**src/rtl/cnn_accel_pkg.sv**
```systemverilog
// Shared types for the CNN accelerator: default widths, the sequencer state
// encoding, the convolution job configuration and its validity check.
package cnn_accel_pkg;

    localparam int CNN_ADDR_WIDTH = 12;
    localparam int CNN_DIM_WIDTH  = 7;

    typedef enum logic [1:0] {
        ST_IDLE  = 2'd0,
        ST_CHECK = 2'd1,
        ST_RUN   = 2'd2,
        ST_DONE  = 2'd3
    } seq_state_e;

    typedef struct packed {
        logic [CNN_DIM_WIDTH-1:0]  filt_rows;
        logic [CNN_DIM_WIDTH-1:0]  filt_cols;
        logic [CNN_DIM_WIDTH-1:0]  data_rows;
        logic [CNN_DIM_WIDTH-1:0]  data_cols;
        logic [CNN_ADDR_WIDTH-1:0] data_base;
        logic [CNN_ADDR_WIDTH-1:0] filt_base;
    } conv_cfg_t;

    // A job is runnable when no dimension is zero and the filter fits inside the data.
    function automatic logic cfg_is_valid(input conv_cfg_t cfg);
        logic nonzero;
        logic fits;
        nonzero = (cfg.filt_rows != CNN_DIM_WIDTH'(0)) && (cfg.filt_cols != CNN_DIM_WIDTH'(0)) &&
                  (cfg.data_rows != CNN_DIM_WIDTH'(0)) && (cfg.data_cols != CNN_DIM_WIDTH'(0));
        fits    = (cfg.filt_rows <= cfg.data_rows) && (cfg.filt_cols <= cfg.data_cols);
        return nonzero && fits;
    endfunction

endpackage

```
**src/rtl/conv_nested_counter.sv**
```systemverilog
// Four cascaded wrap counters (outRow > outCol > fRow > fCol) stepped once per
// accepted beat; exposes the wrap carries and whether the next tap closes a pixel.
module conv_nested_counter
    import cnn_accel_pkg::*;
#(
    parameter int DIM_WIDTH = CNN_DIM_WIDTH
) (
    input  logic                 clk_i,
    input  logic                 rst_i,
    input  logic                 clear_i,
    input  logic                 advance_i,
    input  logic [DIM_WIDTH-1:0] out_rows_i,
    input  logic [DIM_WIDTH-1:0] out_cols_i,
    input  logic [DIM_WIDTH-1:0] filt_rows_i,
    input  logic [DIM_WIDTH-1:0] filt_cols_i,
    output logic                 f_col_carry_o,
    output logic                 f_row_carry_o,
    output logic                 o_col_carry_o,
    output logic                 o_row_carry_o,
    output logic                 tap_last_next_o
);

    localparam logic [DIM_WIDTH-1:0] ONE  = DIM_WIDTH'(1);
    localparam logic [DIM_WIDTH-1:0] ZERO = DIM_WIDTH'(0);

    logic [DIM_WIDTH-1:0] f_col_q, f_col_d, f_row_q, f_row_d;
    logic [DIM_WIDTH-1:0] o_col_q, o_col_d, o_row_q, o_row_d;
    logic [DIM_WIDTH-1:0] f_col_adv_s, f_row_adv_s;
    logic                 f_col_last_s, f_row_last_s, o_col_last_s, o_row_last_s;

    // Carry chain and next counter values.
    always_comb begin
        f_col_last_s = (f_col_q == filt_cols_i - ONE);
        f_row_last_s = (f_row_q == filt_rows_i - ONE);
        o_col_last_s = (o_col_q == out_cols_i - ONE);
        o_row_last_s = (o_row_q == out_rows_i - ONE);

        f_col_carry_o = advance_i && f_col_last_s;
        f_row_carry_o = f_col_carry_o && f_row_last_s;
        o_col_carry_o = f_row_carry_o && o_col_last_s;
        o_row_carry_o = o_col_carry_o && o_row_last_s;

        // Tap position assuming an advance; lets the top register lastOut a beat ahead.
        f_col_adv_s = f_col_last_s ? ZERO : f_col_q + ONE;
        f_row_adv_s = f_col_last_s ? (f_row_last_s ? ZERO : f_row_q + ONE) : f_row_q;
        tap_last_next_o = (f_col_adv_s == filt_cols_i - ONE) && (f_row_adv_s == filt_rows_i - ONE);

        f_col_d = f_col_q;
        f_row_d = f_row_q;
        o_col_d = o_col_q;
        o_row_d = o_row_q;
        if (clear_i) begin
            f_col_d = ZERO;
            f_row_d = ZERO;
            o_col_d = ZERO;
            o_row_d = ZERO;
        end else if (advance_i) begin
            f_col_d = f_col_adv_s;
            f_row_d = f_row_adv_s;
            if (f_row_carry_o) begin
                o_col_d = o_col_last_s ? ZERO : o_col_q + ONE;
            end else begin
                o_col_d = o_col_q;
            end
            if (o_col_carry_o) begin
                o_row_d = o_row_last_s ? ZERO : o_row_q + ONE;
            end else begin
                o_row_d = o_row_q;
            end
        end else begin
            f_col_d = f_col_q;
        end
    end

    // Counter registers.
    always_ff @(posedge clk_i or posedge rst_i) begin
        if (rst_i) begin
            f_col_q <= ZERO;
            f_row_q <= ZERO;
            o_col_q <= ZERO;
            o_row_q <= ZERO;
        end else begin
            f_col_q <= f_col_d;
            f_row_q <= f_row_d;
            o_col_q <= o_col_d;
            o_row_q <= o_row_d;
        end
    end

endmodule

```
**src/rtl/conv_window_sequencer.sv**
```systemverilog
// Walks every output pixel and filter tap of a valid-mode 2-D convolution,
// issuing paired data/filter RAM addresses to the MAC with a ready/valid handshake.
module conv_window_sequencer
    import cnn_accel_pkg::*;
#(
    parameter int ADDR_WIDTH = CNN_ADDR_WIDTH,
    parameter int DIM_WIDTH  = CNN_DIM_WIDTH
) (
    input  logic                  clkIn,
    input  logic                  rstIn,
    input  logic                  startIn,
    input  logic [DIM_WIDTH-1:0]  filtRowsIn,
    input  logic [DIM_WIDTH-1:0]  filtColsIn,
    input  logic [DIM_WIDTH-1:0]  dataRowsIn,
    input  logic [DIM_WIDTH-1:0]  dataColsIn,
    input  logic [ADDR_WIDTH-1:0] dataBaseIn,
    input  logic [ADDR_WIDTH-1:0] filtBaseIn,
    output logic                  busyOut,
    output logic                  doneOut,
    output logic                  errOut,
    output logic [ADDR_WIDTH-1:0] dataAddrOut,
    output logic [ADDR_WIDTH-1:0] filtAddrOut,
    output logic                  validOut,
    output logic                  lastOut,
    input  logic                  readyIn
);

    seq_state_e            state_q, state_d;
    conv_cfg_t             cfg_q, cfg_d, cfg_in_s;
    logic [ADDR_WIDTH-1:0] win_row_q, win_row_d, win_q, win_d, row_q, row_d;
    logic [ADDR_WIDTH-1:0] data_addr_q, data_addr_d, filt_addr_q, filt_addr_d;
    logic                  valid_q, valid_d, last_q, last_d;
    logic                  busy_q, busy_d, done_q, done_d, err_q, err_d;
    logic                  beat_s, cnt_clear_s;
    logic [DIM_WIDTH-1:0]  out_rows_s, out_cols_s;
    logic [ADDR_WIDTH-1:0] data_cols_s;
    logic                  f_col_carry_s, f_row_carry_s, o_col_carry_s, o_row_carry_s;
    logic                  tap_last_next_s;

    assign beat_s      = valid_q && readyIn;
    assign out_rows_s  = cfg_q.data_rows - cfg_q.filt_rows + DIM_WIDTH'(1);
    assign out_cols_s  = cfg_q.data_cols - cfg_q.filt_cols + DIM_WIDTH'(1);
    assign data_cols_s = ADDR_WIDTH'(cfg_q.data_cols);

    conv_nested_counter #(.DIM_WIDTH(DIM_WIDTH)) u_counter (
        .clk_i           (clkIn),
        .rst_i           (rstIn),
        .clear_i         (cnt_clear_s),
        .advance_i       (beat_s),
        .out_rows_i      (out_rows_s),
        .out_cols_i      (out_cols_s),
        .filt_rows_i     (cfg_q.filt_rows),
        .filt_cols_i     (cfg_q.filt_cols),
        .f_col_carry_o   (f_col_carry_s),
        .f_row_carry_o   (f_row_carry_s),
        .o_col_carry_o   (o_col_carry_s),
        .o_row_carry_o   (o_row_carry_s),
        .tap_last_next_o (tap_last_next_s)
    );

    // Sequencer next state, address pointers and registered output values.
    always_comb begin
        cfg_in_s.filt_rows = filtRowsIn;
        cfg_in_s.filt_cols = filtColsIn;
        cfg_in_s.data_rows = dataRowsIn;
        cfg_in_s.data_cols = dataColsIn;
        cfg_in_s.data_base = dataBaseIn;
        cfg_in_s.filt_base = filtBaseIn;

        state_d     = state_q;
        cfg_d       = cfg_q;
        win_row_d   = win_row_q;
        win_d       = win_q;
        row_d       = row_q;
        data_addr_d = data_addr_q;
        filt_addr_d = filt_addr_q;
        valid_d     = valid_q;
        last_d      = last_q;
        done_d      = 1'b0;
        err_d       = 1'b0;
        cnt_clear_s = 1'b0;

        case (state_q)
            ST_IDLE: begin
                if (startIn) begin
                    cfg_d   = cfg_in_s;
                    err_d   = !cfg_is_valid(cfg_in_s);
                    state_d = ST_CHECK;
                end else begin
                    state_d = ST_IDLE;
                end
            end
            ST_CHECK: begin
                // err_q already holds the verdict on the latched config and is the errOut pulse.
                if (err_q) begin
                    state_d = ST_IDLE;
                end else begin
                    state_d     = ST_RUN;
                    cnt_clear_s = 1'b1;
                    win_row_d   = cfg_q.data_base;
                    win_d       = cfg_q.data_base;
                    row_d       = cfg_q.data_base;
                    data_addr_d = cfg_q.data_base;
                    filt_addr_d = cfg_q.filt_base;
                    valid_d     = 1'b1;
                    last_d      = (cfg_q.filt_rows == DIM_WIDTH'(1)) && (cfg_q.filt_cols == DIM_WIDTH'(1));
                end
            end
            ST_RUN: begin
                if (beat_s) begin
                    last_d      = tap_last_next_s;
                    filt_addr_d = f_row_carry_s ? cfg_q.filt_base : filt_addr_q + ADDR_WIDTH'(1);
                    if (o_row_carry_s) begin
                        valid_d = 1'b0;
                        last_d  = 1'b0;
                        done_d  = 1'b1;
                        state_d = ST_DONE;
                    end else if (o_col_carry_s) begin
                        win_row_d   = win_row_q + data_cols_s;
                        win_d       = win_row_q + data_cols_s;
                        row_d       = win_row_q + data_cols_s;
                        data_addr_d = win_row_q + data_cols_s;
                    end else if (f_row_carry_s) begin
                        win_d       = win_q + ADDR_WIDTH'(1);
                        row_d       = win_q + ADDR_WIDTH'(1);
                        data_addr_d = win_q + ADDR_WIDTH'(1);
                    end else if (f_col_carry_s) begin
                        row_d       = row_q + data_cols_s;
                        data_addr_d = row_q + data_cols_s;
                    end else begin
                        data_addr_d = data_addr_q + ADDR_WIDTH'(1);
                    end
                end else begin
                    state_d = ST_RUN;
                end
            end
            ST_DONE: begin
                state_d = ST_IDLE;
            end
            default: begin
                state_d = ST_IDLE;
                valid_d = 1'b0;
                last_d  = 1'b0;
            end
        endcase

        busy_d = (state_d != ST_IDLE);
    end

    // State, configuration and output registers.
    always_ff @(posedge clkIn or posedge rstIn) begin
        if (rstIn) begin
            state_q     <= ST_IDLE;
            cfg_q       <= '0;
            win_row_q   <= ADDR_WIDTH'(0);
            win_q       <= ADDR_WIDTH'(0);
            row_q       <= ADDR_WIDTH'(0);
            data_addr_q <= ADDR_WIDTH'(0);
            filt_addr_q <= ADDR_WIDTH'(0);
            valid_q     <= 1'b0;
            last_q      <= 1'b0;
            busy_q      <= 1'b0;
            done_q      <= 1'b0;
            err_q       <= 1'b0;
        end else begin
            state_q     <= state_d;
            cfg_q       <= cfg_d;
            win_row_q   <= win_row_d;
            win_q       <= win_d;
            row_q       <= row_d;
            data_addr_q <= data_addr_d;
            filt_addr_q <= filt_addr_d;
            valid_q     <= valid_d;
            last_q      <= last_d;
            busy_q      <= busy_d;
            done_q      <= done_d;
            err_q       <= err_d;
        end
    end

    assign busyOut     = busy_q;
    assign doneOut     = done_q;
    assign errOut      = err_q;
    assign dataAddrOut = data_addr_q;
    assign filtAddrOut = filt_addr_q;
    assign validOut    = valid_q;
    assign lastOut     = last_q;

endmodule
```
**config.mk**
```make
export PLATFORM = sky130hd
export DESIGN_NAME = conv_window_sequencer
export DESIGN_NICKNAME = d
export VERILOG_FILES = /design/src/rtl/cnn_accel_pkg.sv /design/src/rtl/conv_nested_counter.sv /design/src/rtl/conv_window_sequencer.sv
export SDC_FILE = /design/constraint.sdc
export NUM_CORES = 1
export LEC_CHECK = 0
export ABC_AREA = 1
export CORE_UTILIZATION = 50
export DETAILED_ROUTE_END_ITERATION = 8
export HOLD_SLACK_MARGIN = 0.03
export PLACE_DENSITY = 0.73
export SETUP_SLACK_MARGIN = 0.15
export SLEW_MARGIN = 10
export SYNTH_ARGS = -nofsm -noshare
export SYNTH_HDL_FRONTEND = slang
export SYNTH_SLANG_ARGS = --single-unit
```
**constraint.sdc**
```tcl
create_clock -name clkIn -period 8.55 [get_ports clkIn]
set_input_delay 1.71 -clock clkIn [delete_from_list [all_inputs] [get_ports clkIn]]
set_output_delay 1.71 -clock clkIn [all_outputs]
set_load 0.01 [all_outputs]
```
# After elaboration in Yosys (flattened, before gate mapping)
# Cells that the tools add are included.
word_totals:
  reg_bits: 147
op_classes:
  addsub: 17
  n_lt_le_gt_ge: 2
  eq_ne: 18
  muxes: 61
  reduce_logical: 32
op_table:
  columns: ["operator", "count"]
  rows:
  - ["12-bit 2-to-1 mux", 21]
  - ["12-bit case mux with 2 select lines", 5]
  - ["7-bit 2-to-1 mux", 15]
  - ["7-bit by 1-bit adder with 7-bit output (second input constant)", 6]
  - ["7-bit == test", 6]
  - ["12-bit by 1-bit adder with 12-bit output (second input constant)", 3]
  - ["7-bit nonzero test", 4]
  - ["7-bit by 1-bit subtractor with 7-bit output (second input constant)", 4]
  - ["12-bit by 7-bit adder with 12-bit output", 2]
  - ["5-bit AND reduction", 3]
  - ["7-bit by 1-bit == test with 1-bit output (second input constant)", 2]
  - ["7-bit <= comparator", 2]
  - ["1-bit 2-to-1 mux", 14]
  - ["7-bit subtractor", 2]
  - ["1-bit logical AND", 12]
  - ["2-bit nonzero test", 5]
  - ["2-bit != test (second input constant)", 4]
  - ["2-bit case mux with 4 select lines", 1]
  - ["4-bit AND reduction", 2]
  - ["2-bit 2-to-1 mux", 3]
  - ["2-bit AND reduction", 3]
  - ["2-bit == test (second input constant)", 2]
  - ["4-bit != test (second input constant)", 1]
  - ["1-bit case mux with 2 select lines", 2]
  - ["other kinds (6)", 6]

# Depth between registers and ports, before layout
# Gate-level depths: netlist of run 1.
logic_depth:
  depth_word: 10
  mapped_depth: 23
  ltp_nobuf: 23

# By module
# Synthesis of run 1 repeated with hierarchy kept, for this count alone.
hier_totals:
  hier_cells: 1589
  hier_area_um2: 11030.6
modules_own_cells:
  columns: ["module", "n_inst", "cells_each", "area_each_um2", "seq_area_each_um2"]
  rows:
  - ["conv_window_sequencer", 1, 1151, 8145.3, 2977.9]
  - ["conv_nested_counter", 1, 438, 2885.3, 700.7]

# Worst setup path after synthesis of run 1
# OpenSTA, ideal clock, no wires.
synth_timing:
  path_kind: "in2reg"
  startpoint: "input port readyIn"
  endpoint: "register win_q[9]"
  setup_ns: 0.126
  t_arrival_ns: 2.990
  slack_ns: 5.434
  cell_stages: 10
  n_path_buf: 1
  cell_sequence: "nand2_1 > inv_1 > nor2_1 > nor2_1 > nand2_8 > nor2_4 > clkinv_2 > buf_6 > nand2_1 > o21ai_0"
synth_between:
  elab_chain_cells: 8
  elab_cells_between_ends: 13
synth_rtl:
  columns: ["element", "line_no", "text"]
  rows:
  - ["start: declaration", "conv_window_sequencer.sv:25", "input logic readyIn"]
  - ["1-bit logical AND (*)", "conv_window_sequencer.sv:40", "assign beat_s = valid_q && readyIn;"]
  - ["1-bit logical AND", "conv_nested_counter.sv:38", "f_col_carry_o = advance_i && f_col_last_s;"]
  - ["1-bit logical AND", "conv_nested_counter.sv:39", "f_row_carry_o = f_col_carry_o && f_row_last_s;"]
  - ["1-bit logical AND", "conv_nested_counter.sv:40", "o_col_carry_o = f_row_carry_o && o_col_last_s;"]
  - ["12-bit 2-to-1 mux", "conv_window_sequencer.sv:118", "end else if (o_col_carry_s) begin"]
  - ["12-bit 2-to-1 mux", "conv_window_sequencer.sv:113", "if (o_row_carry_s) begin"]
  - ["12-bit 2-to-1 mux", "conv_window_sequencer.sv:110", "if (beat_s) begin"]
  - ["12-bit case mux with 2 select lines", "conv_window_sequencer.sv:83", "case (state_q)"]
  - ["end signal: assignment", "conv_window_sequencer.sv:169", "win_q <= win_d;"]
  - ["end: declaration", "conv_window_sequencer.sv:30", "logic [ADDR_WIDTH-1:0] win_row_q, win_row_d, win_q, win_d, row_q, row_d;"]
# Every way passes the cells marked *; elsewhere a longest branch is shown, timed or not. The select of a mux whose other input is x is not followed.
# A chain may end at the register's enable or synchronous reset.

# Worst setup path in the final report of run 1
layout_timing:
  startpoint: "input port readyIn"
  endpoint: "register win_q[1]"
# Same word-level chain as after synthesis.

==> run summary, run 1 <==
OUTCOME
---------------------------------------------------------------------------------
Run status                                                           finished, final reports clean

TIMING
---------------------------------------------------------------------------------
Number of failing setup endpoints in the final timing report                    0
Clock Skew                                                              0.0121 ns
Slew of the pin with the lowest slew margin                               1.03 ns
Final hold violation count                                                      0
Unrepaired setup endpoints after global routing                             false
Max Fclk                                                                  237 MHz
Smallest setup slack after layout                                         4.33 ns
Worst slew margin relative to its limit                                     0.315
Crit path time final                                                      4.22 ns
Final number of max-transition violations                                       0
Period Utilization, post-route                                              0.494
Sum of negative setup slack                                                  0 ns

CLOCKING
---------------------------------------------------------------------------------
Worst-path clk slew                                                       0.07 ns
Number of buffers inserted during clock tree synthesis                         17
CTS tree                                                                      yes
Clock network latency to the later pin of the worst-skew pair             0.44 ns
Post CTS Setup Buffer Count                                                     0
Buffer type at the clock tree root                                   sky130_fd_sc_hd__clkbuf_16
Clock Sink Count                                                              147
Post-cts sizing count                                                           0
Deepest level of the CTS H-tree                                                 4
Hold_buf cts                                                                    0
CTS Buffer Depth                                                                2

WORST HOLD PATH
---------------------------------------------------------------------------------
Worst Hold Path Cells                                                           2
Hold Path Class                                                        reg -> reg
Hold Startpoint                                                      cfg_q[4]$_DFFE_PP0P_
Worst hold endpoint                                                  cfg_q[4]$_DFFE_PP0P_

SYNTHESIS
---------------------------------------------------------------------------------
Cell with the most instances after synthesis                         sky130_fd_sc_hd__nand2_1
Portion of synthesized cell area occupied by the leading cell type          0.353
Count of state elements after synthesis                                       147
Number of unique standard cell types used by synthesis                         54
Commonest register cell after synthesis                              sky130_fd_sc_hd__dfrtp_1
Most frequent cells after synthesis                                  411 x sky130_fd_sc_hd__nand2_1, 161 x sky130_fd_sc_hd__inv_1, 147 x sky130_fd_sc_hd__dfrtp_1
FFs w/ async S/R, synth                                                      1.00
Post-synth net total                                                         1537
Yosys warnings                                                                  0
Mapped cell area                                                       10400 um^2
Top cells by area, synth                                             sky130_fd_sc_hd__dfrtp_1 35%, sky130_fd_sc_hd__nand2_1 15%, sky130_fd_sc_hd__ha_1 6.1%
Cell count after synthesis                                                   1426
Sequential element share of the synthesized area                            0.353
Avg Cell Area, Syn                                                      7.30 um^2
Number of enable flip-flop cells after synthesis                                0
Largest area contributor in the netlist                              sky130_fd_sc_hd__dfrtp_1

LAYOUT
---------------------------------------------------------------------------------
Area added between synthesis and finish                                     15.1%
Final net count                                                              1603
Proportion of layout cells with a drive suffix above 1                     0.0551
Antenna diode instance count                                                    0

DIE
---------------------------------------------------------------------------------
Die Y                                                                      146 um
Number of rows created at floorplan                                            52
Horizontal die dimension                                                   146 um
IO Pins                                                                        85
Floorplan Core Area                                                    20300 um^2
Total Die Area                                                         21400 um^2
Initial core utilization                                                    0.513

GLOBAL ROUTE
---------------------------------------------------------------------------------
Total gr overflow                                                               0
Pin count of the biggest net entering global routing                           92
Via count of the first global-routing pass                                   9164
Global Route Usage Sum                                                      0.272
First-pass GRT wire length                                                46.0 mm
Antenna violations before repair                                                0

PLACED DESIGN
---------------------------------------------------------------------------------
Setup Slack @ Placement                                                   3.90 ns
Input/output buffers                                                           84
Detailed-placement wirelength estimate                                    20.8 mm
Placer's final routability congestion estimate                              0.914

CRITICAL PATH
---------------------------------------------------------------------------------
Worst reg-to-reg path cell count                                               19
Endpoint arrival time on the critical path                                4.54 ns
Slack of the worst reg-to-reg path                                        4.43 ns
Crit. End Element                                                            flop
Highest fanout seen on the critical path                                       25
Crit Path Class                                                         in -> reg
Category of the worst setup path launch point                          input port
Reg-to-Reg Start                                                     cfg_q[45]$_DFFE_PP0P_
Data required time at the worst endpoint                                  8.86 ns
Worst R2R End                                                        win_q[1]$_DFFE_PP0P_

ROUTE
---------------------------------------------------------------------------------
Via count of the routed design                                               9712
Post-detailed-route via-to-cell ratio                                        5.47
Average wire per cell in the routed design                                15.7 um
Iter 0 DRT Violations                                                         911
Sum of routed wire length over all layers                                 27.9 mm
First-pass iteration count of the detailed router                               5
Final routed DRC violation total                                                0
Antenna-violating nets left                                                     0

PWR
---------------------------------------------------------------------------------
Worst supply voltage drop on vdd                                         0.165 mV
Cell Pwr Density                                                      389 nW/um^2
Leakage                                                                   5.84 nW

RUN
---------------------------------------------------------------------------------
Reported max-cap violation count                                                0

==> flip-flops by register name, indices dropped and copies added (netlist names) <==
register	count
win_q	12
doneOut	1
u_counter.o_col_q	7
validOut	1
filtAddrOut	12
row_q	12
errOut	1
u_counter.f_row_q	7
state_q	2
lastOut	1
u_counter.f_col_q	7
cfg_q	52
dataAddrOut	12
busyOut	1
u_counter.o_row_q	7
win_row_q	12
==> placed cells by master, fill, tap and decap left out, types with 5 or more instances in the layout <==
cell                              synthesis  layout
sky130_fd_sc_hd__xor2_1                  49      49
sky130_fd_sc_hd__inv_8                    0       5
sky130_fd_sc_hd__nor2_1                  90      89
sky130_fd_sc_hd__inv_1                  161     159
sky130_fd_sc_hd__o211ai_1                17      17
sky130_fd_sc_hd__nand2_1                411     411
sky130_fd_sc_hd__o21ai_2                 12      12
sky130_fd_sc_hd__ha_1                    51      51
sky130_fd_sc_hd__o21ai_0                107     107
sky130_fd_sc_hd__inv_6                    0       7
sky130_fd_sc_hd__clkbuf_16                0      17
sky130_fd_sc_hd__nand3_1                 95      94
sky130_fd_sc_hd__o21ai_1                 11      11
sky130_fd_sc_hd__nor2_4                   5       6
sky130_fd_sc_hd__clkdlybuf4s50_1          0      84
sky130_fd_sc_hd__a21oi_1                 64      64
sky130_fd_sc_hd__nor3_1                  24      24
sky130_fd_sc_hd__xnor2_1                 28      28
sky130_fd_sc_hd__o22ai_1                 22      22
sky130_fd_sc_hd__nand4_1                 16      16
sky130_fd_sc_hd__dfrtp_1                147     147
sky130_fd_sc_hd__nand3b_1                11      11
sky130_fd_sc_hd__nand2_2                  7       7
==> power by group <==
group	internal [W]	switching, W	total (W)
clock network	0.000391	0.000360	0.000751
logic	0.00101	0.00163	0.00264
registers	0.000975	0.000295	0.00127
==> stage by stage <==
stage | instance area, um^2 | total power [W] | hold WS, ns | utilization | cells
3_3_place_gp | 11400 | 0.00383 | 0.469 | 0.562 | 1743
6_report | 12000 | 0.00466 | 0.482 | 0.590 | 1775
4_1_cts | 12000 | 0.00464 | 0.488 | 0.590 | 1775
5_1_grt | 12000 | 0.00507 | 0.500 | 0.590 | 1775
2_1_floorplan | 10400 | 0.00321 | 0.444 | - | 1426
3_5_place_dp | 11400 | 0.00387 | 0.468 | 0.562 | 1743
==> routing by layer <==
layer,share of wire,vias up,global-route usage
li1,-,4832,-
met3,0.055,50,0.0359
met5,0,-,0
met4,0.025,0,0.101
met1,0.48,4517,0.395
met2,0.44,313,0.413
==> final cells by class <==
type	instances	area [um^2]
repair buffers	86	856
clock buffers	17	425
flip-flops and latches	147	3680
fillers	1888	8310
multi-input cells	1070	5880
well taps	270	338
clock inverters	15	156
inverters	170	651
==> worst max path at each step <==
stage | from | end | slack (ns)
after floorplan | rstIn | busyOut$_DFF_PP0_ | 2.89
after global placement | readyIn | win_q[9]$_DFFE_PP0P_ | 4.00
after detailed placement | readyIn | win_q[9]$_DFFE_PP0P_ | 3.90
after CTS | readyIn | win_q[9]$_DFFE_PP0P_ | 4.37
after global routing | cfg_q[45]$_DFFE_PP0P_ | win_q[9]$_DFFE_PP0P_ | 3.90
final | readyIn | win_q[1]$_DFFE_PP0P_ | 4.33
==> kinds of logic after synthesis <==
| group | count (synthesis) | synth area share |
|---|---|---|
| mux | 2 | 0.00192 |
| flops | 147 | 0.353 |
| xor+xnor | 78 | 0.0669 |
| simple gates | 679 | 0.286 |
| fa+ha+maj | 55 | 0.0690 |
| compound gates | 256 | 0.140 |
| buf+inv | 209 | 0.0829 |
==> critical path, cell delays in order <==
cell,delay (ns)
sky130_fd_sc_hd__clkdlybuf4s50_1,0.45
sky130_fd_sc_hd__nand2_1,0.09
sky130_fd_sc_hd__inv_1,0.25
sky130_fd_sc_hd__nand3_4,0.30
sky130_fd_sc_hd__nand2_1,0.46
sky130_fd_sc_hd__inv_1,0.46
sky130_fd_sc_hd__nor2_4,0.37
sky130_fd_sc_hd__clkinv_2,0.24
sky130_fd_sc_hd__nand2_1,0.11
sky130_fd_sc_hd__o21ai_1,0.07
Note: power is estimated with default switching activity, not from simulation.
==> run 2, diff against run 1 <==
- PLACE_DENSITY: 0.73 -> 0.76
- clock period: 8.55 -> 3.53 ns (I/O delays scaled with it)
==> run 2 against run 1 <==
Combinational power increased to 2.5 times the previous value. Worst hold slack better by 0.0043 ns. Design area is 1.9% higher. Power increased by 150%. Setup slack worse by 3.9 ns. Highest routed layer unchanged.
==> run summary, run 2 (synthesized netlist as in run 1, its figures left out) <==
OUTCOME
-------------------------------------------------------------------------------------
Run status                                                               finished, final reports clean

PWR
-------------------------------------------------------------------------------------
Cell Pwr Density                                                          948 nW/um^2   +140%
Proportion of total power due to net switching                                  0.494   +0.00304
Internal power                                                              0.00587 W   +150%
Power share of the combinational group                                          0.577   +0.010
Clock Power Share                                                               0.160   about the same
Leakage                                                                       5.95 nW   +2.0%
Post-layout power                                                            0.0116 W   +150%
Proportion of power drawn by flip-flops and latches                             0.263   -0.009
Worst supply voltage drop on vdd                                             0.456 mV   +180%
Switching pwr                                                               0.00572 W   +150%

WORST HOLD PATH
-------------------------------------------------------------------------------------
Hold Startpoint                                                          cfg_q[7]$_DFFE_PP0P_
Worst hold endpoint                                                      cfg_q[7]$_DFFE_PP0P_
Worst Hold Path Cells                                                               2   unchanged
Hold Path Class                                                            reg -> reg

CRITICAL PATH
-------------------------------------------------------------------------------------
Slack of the worst reg-to-reg path                                            0.38 ns   -4.05 ns
Highest fanout seen on the critical path                                           22   -12%
Slowest stage cell on the critical path                                  sky130_fd_sc_hd__dfrtp_1
Worst reg-to-reg path cell count                                                   15   -4
Crit Path Class                                                            reg -> reg
Crit. End Element                                                                flop
Worst R2R End                                                            row_q[2]$_DFFE_PP0P_
Reg-to-Reg Start                                                         cfg_q[45]$_DFFE_PP0P_
Endpoint arrival time on the critical path                                    3.48 ns   -1.06 ns
Data required time at the worst endpoint                                      3.86 ns   -5.00 ns
Category of the worst setup path launch point                                    flop
Cell-by-cell listing of the critical path                                ha_1, inv_1, fa_1, or2_2, a21o_1, nor3_1, nand3_1, nor2_4, nand3_4, nand2_8, inv_4, nand2_8, inv_1, nand2_1, nand2_1
Max stage delay on crit path                                                  0.46 ns   about the same

CLOCKING
-------------------------------------------------------------------------------------
Buffer type at the clock tree root                                       sky130_fd_sc_hd__clkbuf_16
Deepest level of the CTS H-tree                                                     4   unchanged
Clock network latency to the later pin of the worst-skew pair                 0.44 ns   about the same
Worst-path clk slew                                                           0.07 ns   about the same
Number of buffers inserted during clock tree synthesis                             17   unchanged
CTS Buffer Depth                                                                    2   unchanged
Post CTS Setup Buffer Count                                                         0   unchanged
CTS tree                                                                          yes
Hold_buf cts                                                                        0   unchanged
Clock Sink Count                                                                  147   unchanged

TIMING
-------------------------------------------------------------------------------------
Worst slew margin relative to its limit                                         0.558   +0.243
Unrepaired setup endpoints after global routing                                 false
Max Fclk                                                                      318 MHz
Number of failing setup endpoints in the final timing report                        0   unchanged
Final number of max-transition violations                                           0   unchanged
Crit path time final                                                          3.15 ns
Clock Skew                                                                  0.0121 ns   -0.0000365 ns
Smallest setup slack after layout                                            0.383 ns   -3.94 ns
Slew of the pin with the lowest slew margin                                  0.659 ns   -0.368 ns
Final hold violation count                                                          0   unchanged
Sum of negative setup slack                                                      0 ns   unchanged
Period Utilization, post-route                                                  0.891

GLOBAL ROUTE
-------------------------------------------------------------------------------------
Via count of the first global-routing pass                                       9377   +2.3%
Global Route Usage Sum                                                          0.278   +0.00578
Pin count of the biggest net entering global routing                               58   -37%
Total gr overflow                                                                   0   unchanged
First-pass GRT wire length                                                    47.4 mm   +3.0%
Antenna violations before repair                                                    0   unchanged

LAYOUT
-------------------------------------------------------------------------------------
Number of flip-flops in the largest register                                       52   unchanged
Antenna diode instance count                                                        0   unchanged
Most flops, register                                                            cfg_q
Fill cell instance count of the final layout                                     1820   -3.6%
Area added between synthesis and finish                                         17.3%
Final net count                                                                  1623   +1.2%
Proportion of layout cells with a drive suffix above 1                         0.0695   +0.0144
Final cell count without fillers                                                 1795   +1.1%
Multi-input logic area                                                      5890 um^2   +0.17%
Most frequent standard cell in the layout excluding fill and tap cells   sky130_fd_sc_hd__nand2_1
Commonest cells after routing, fill and taps aside                       411 x sky130_fd_sc_hd__nand2_1, 158 x sky130_fd_sc_hd__inv_1, 146 x sky130_fd_sc_hd__dfrtp_1
Register cell area after layout                                             3680 um^2   about the same

PLACED DESIGN
-------------------------------------------------------------------------------------
Input/output buffers                                                               84   unchanged
Detailed-placement wirelength estimate                                        21.8 mm   +4.9%
Placer's final routability congestion estimate                                  0.929   +1.7%
Placed Instances                                                                 1763   +1.1%
Setup Slack @ Placement                                                      0.312 ns   -3.59 ns

ROUTE
-------------------------------------------------------------------------------------
Antenna-violating nets left                                                         0   unchanged
Post-detailed-route via-to-cell ratio                                            5.54   +1.3%
Final routed DRC violation total                                                    0   unchanged
Average wire per cell in the routed design                                    16.1 um   +2.3%
Iter 0 DRT Violations                                                            1065   +17%
First-pass iteration count of the detailed router                                   6   +1
Via count of the routed design                                                   9946   +2.4%
Sum of routed wire length over all layers                                     28.8 mm   +3.4%

DIE
-------------------------------------------------------------------------------------
Horizontal die dimension                                                       146 um   unchanged
Number of rows created at floorplan                                                52   unchanged
IO Pins                                                                            85   unchanged
Die Y                                                                          146 um   unchanged
Floorplan Core Area                                                        20300 um^2   unchanged
Total Die Area                                                             21400 um^2   unchanged
Initial core utilization                                                        0.513   unchanged

RUN
-------------------------------------------------------------------------------------
Reported max-cap violation count                                                    0   unchanged

-- run 2: cell types whose count changed in the layout (fill, tap and decap cells not counted), moves of 2 or more --
cell	change
sky130_fd_sc_hd__buf_4	+17
sky130_fd_sc_hd__buf_12	+3
sky130_fd_sc_hd__inv_6	-4
sky130_fd_sc_hd__inv_4	+2
sky130_fd_sc_hd__clkinv_8	+3
-- run 2: critical path, delay by kind of cell (launching register included) --
family	cells	cell delay (ns)
AOI/OAI and AO/OA	1	0.16
adders and majority gates	2	0.67
buffers and inverters	3	0.29
DFF	1	0.46
and+or+nand+nor	9	1.46
-- run 2: routing by layer --
| metal | vias to the layer above | routed length (um) | track usage |
|---|---|---|---|
| met5 | - | 0 | 0 |
| met4 | 0 | 512 | 0.0776 |
| met3 | 50 | 2130 | 0.0372 |
| met2 | 405 | 13100 | 0.439 |
| met1 | 4634 | 13100 | 0.398 |
| li1 | 4857 | - | - |
-- run 2: power groups by stage --
| stage | Combinational (W) | Clock [W] | Sequential, W |
|---|---|---|---|
| after global routing | 0.00749 | 0.00195 | 0.00312 |
| after floorplan | 0.00487 | 0 | 0.00291 |
| after detailed placement | 0.00647 | 0 | 0.00305 |
| final | 0.00668 | 0.00185 | 0.00305 |
| after CTS | 0.00655 | 0.00187 | 0.00303 |
| after global placement | 0.00632 | 0 | 0.00303 |
-- run 2: repair_timing --
action | 4_1_cts | 5_1_grt
endpoints found under the hold margin | 0 | 0
endpoints found under the setup margin | 0 | 19
gates resized for setup | 0 | 7
-- run 2: through the flow --
step,instance area [um^2],hold slack [ns],utilization
final,12200,0.487,0.602
after global routing,12200,0.511,0.602
after CTS,12200,0.486,0.601
after detailed placement,11600,0.466,0.571
after global placement,11600,0.465,0.571
after floorplan,10400,0.444,-
-- run 2: worst max path at each step --
stage / startpoint / endpoint
6_report: cfg_q[45]$_DFFE_PP0P_ / row_q[2]$_DFFE_PP0P_
5_1_grt: cfg_q[38]$_DFFE_PP0P_ / row_q[2]$_DFFE_PP0P_
4_1_cts: cfg_q[45]$_DFFE_PP0P_ / row_q[2]$_DFFE_PP0P_
3_5_place_dp: cfg_q[45]$_DFFE_PP0P_ / row_q[2]$_DFFE_PP0P_
3_3_place_gp: cfg_q[45]$_DFFE_PP0P_ / row_q[2]$_DFFE_PP0P_
2_1_floorplan: cfg_q[45]$_DFFE_PP0P_ / dataAddrOut[9]$_DFFE_PP0P_
-- run 2: layout make-up --
cell class                      count  area share
Inverter                          170      0.0535
Multi-Input combinational cell   1070       0.482
Sequential cell                   147       0.301
Clock buffer                       17      0.0348
Clock inverter                     15      0.0151
Timing Repair Buffer              106      0.0854
Tap cell                          270      0.0277
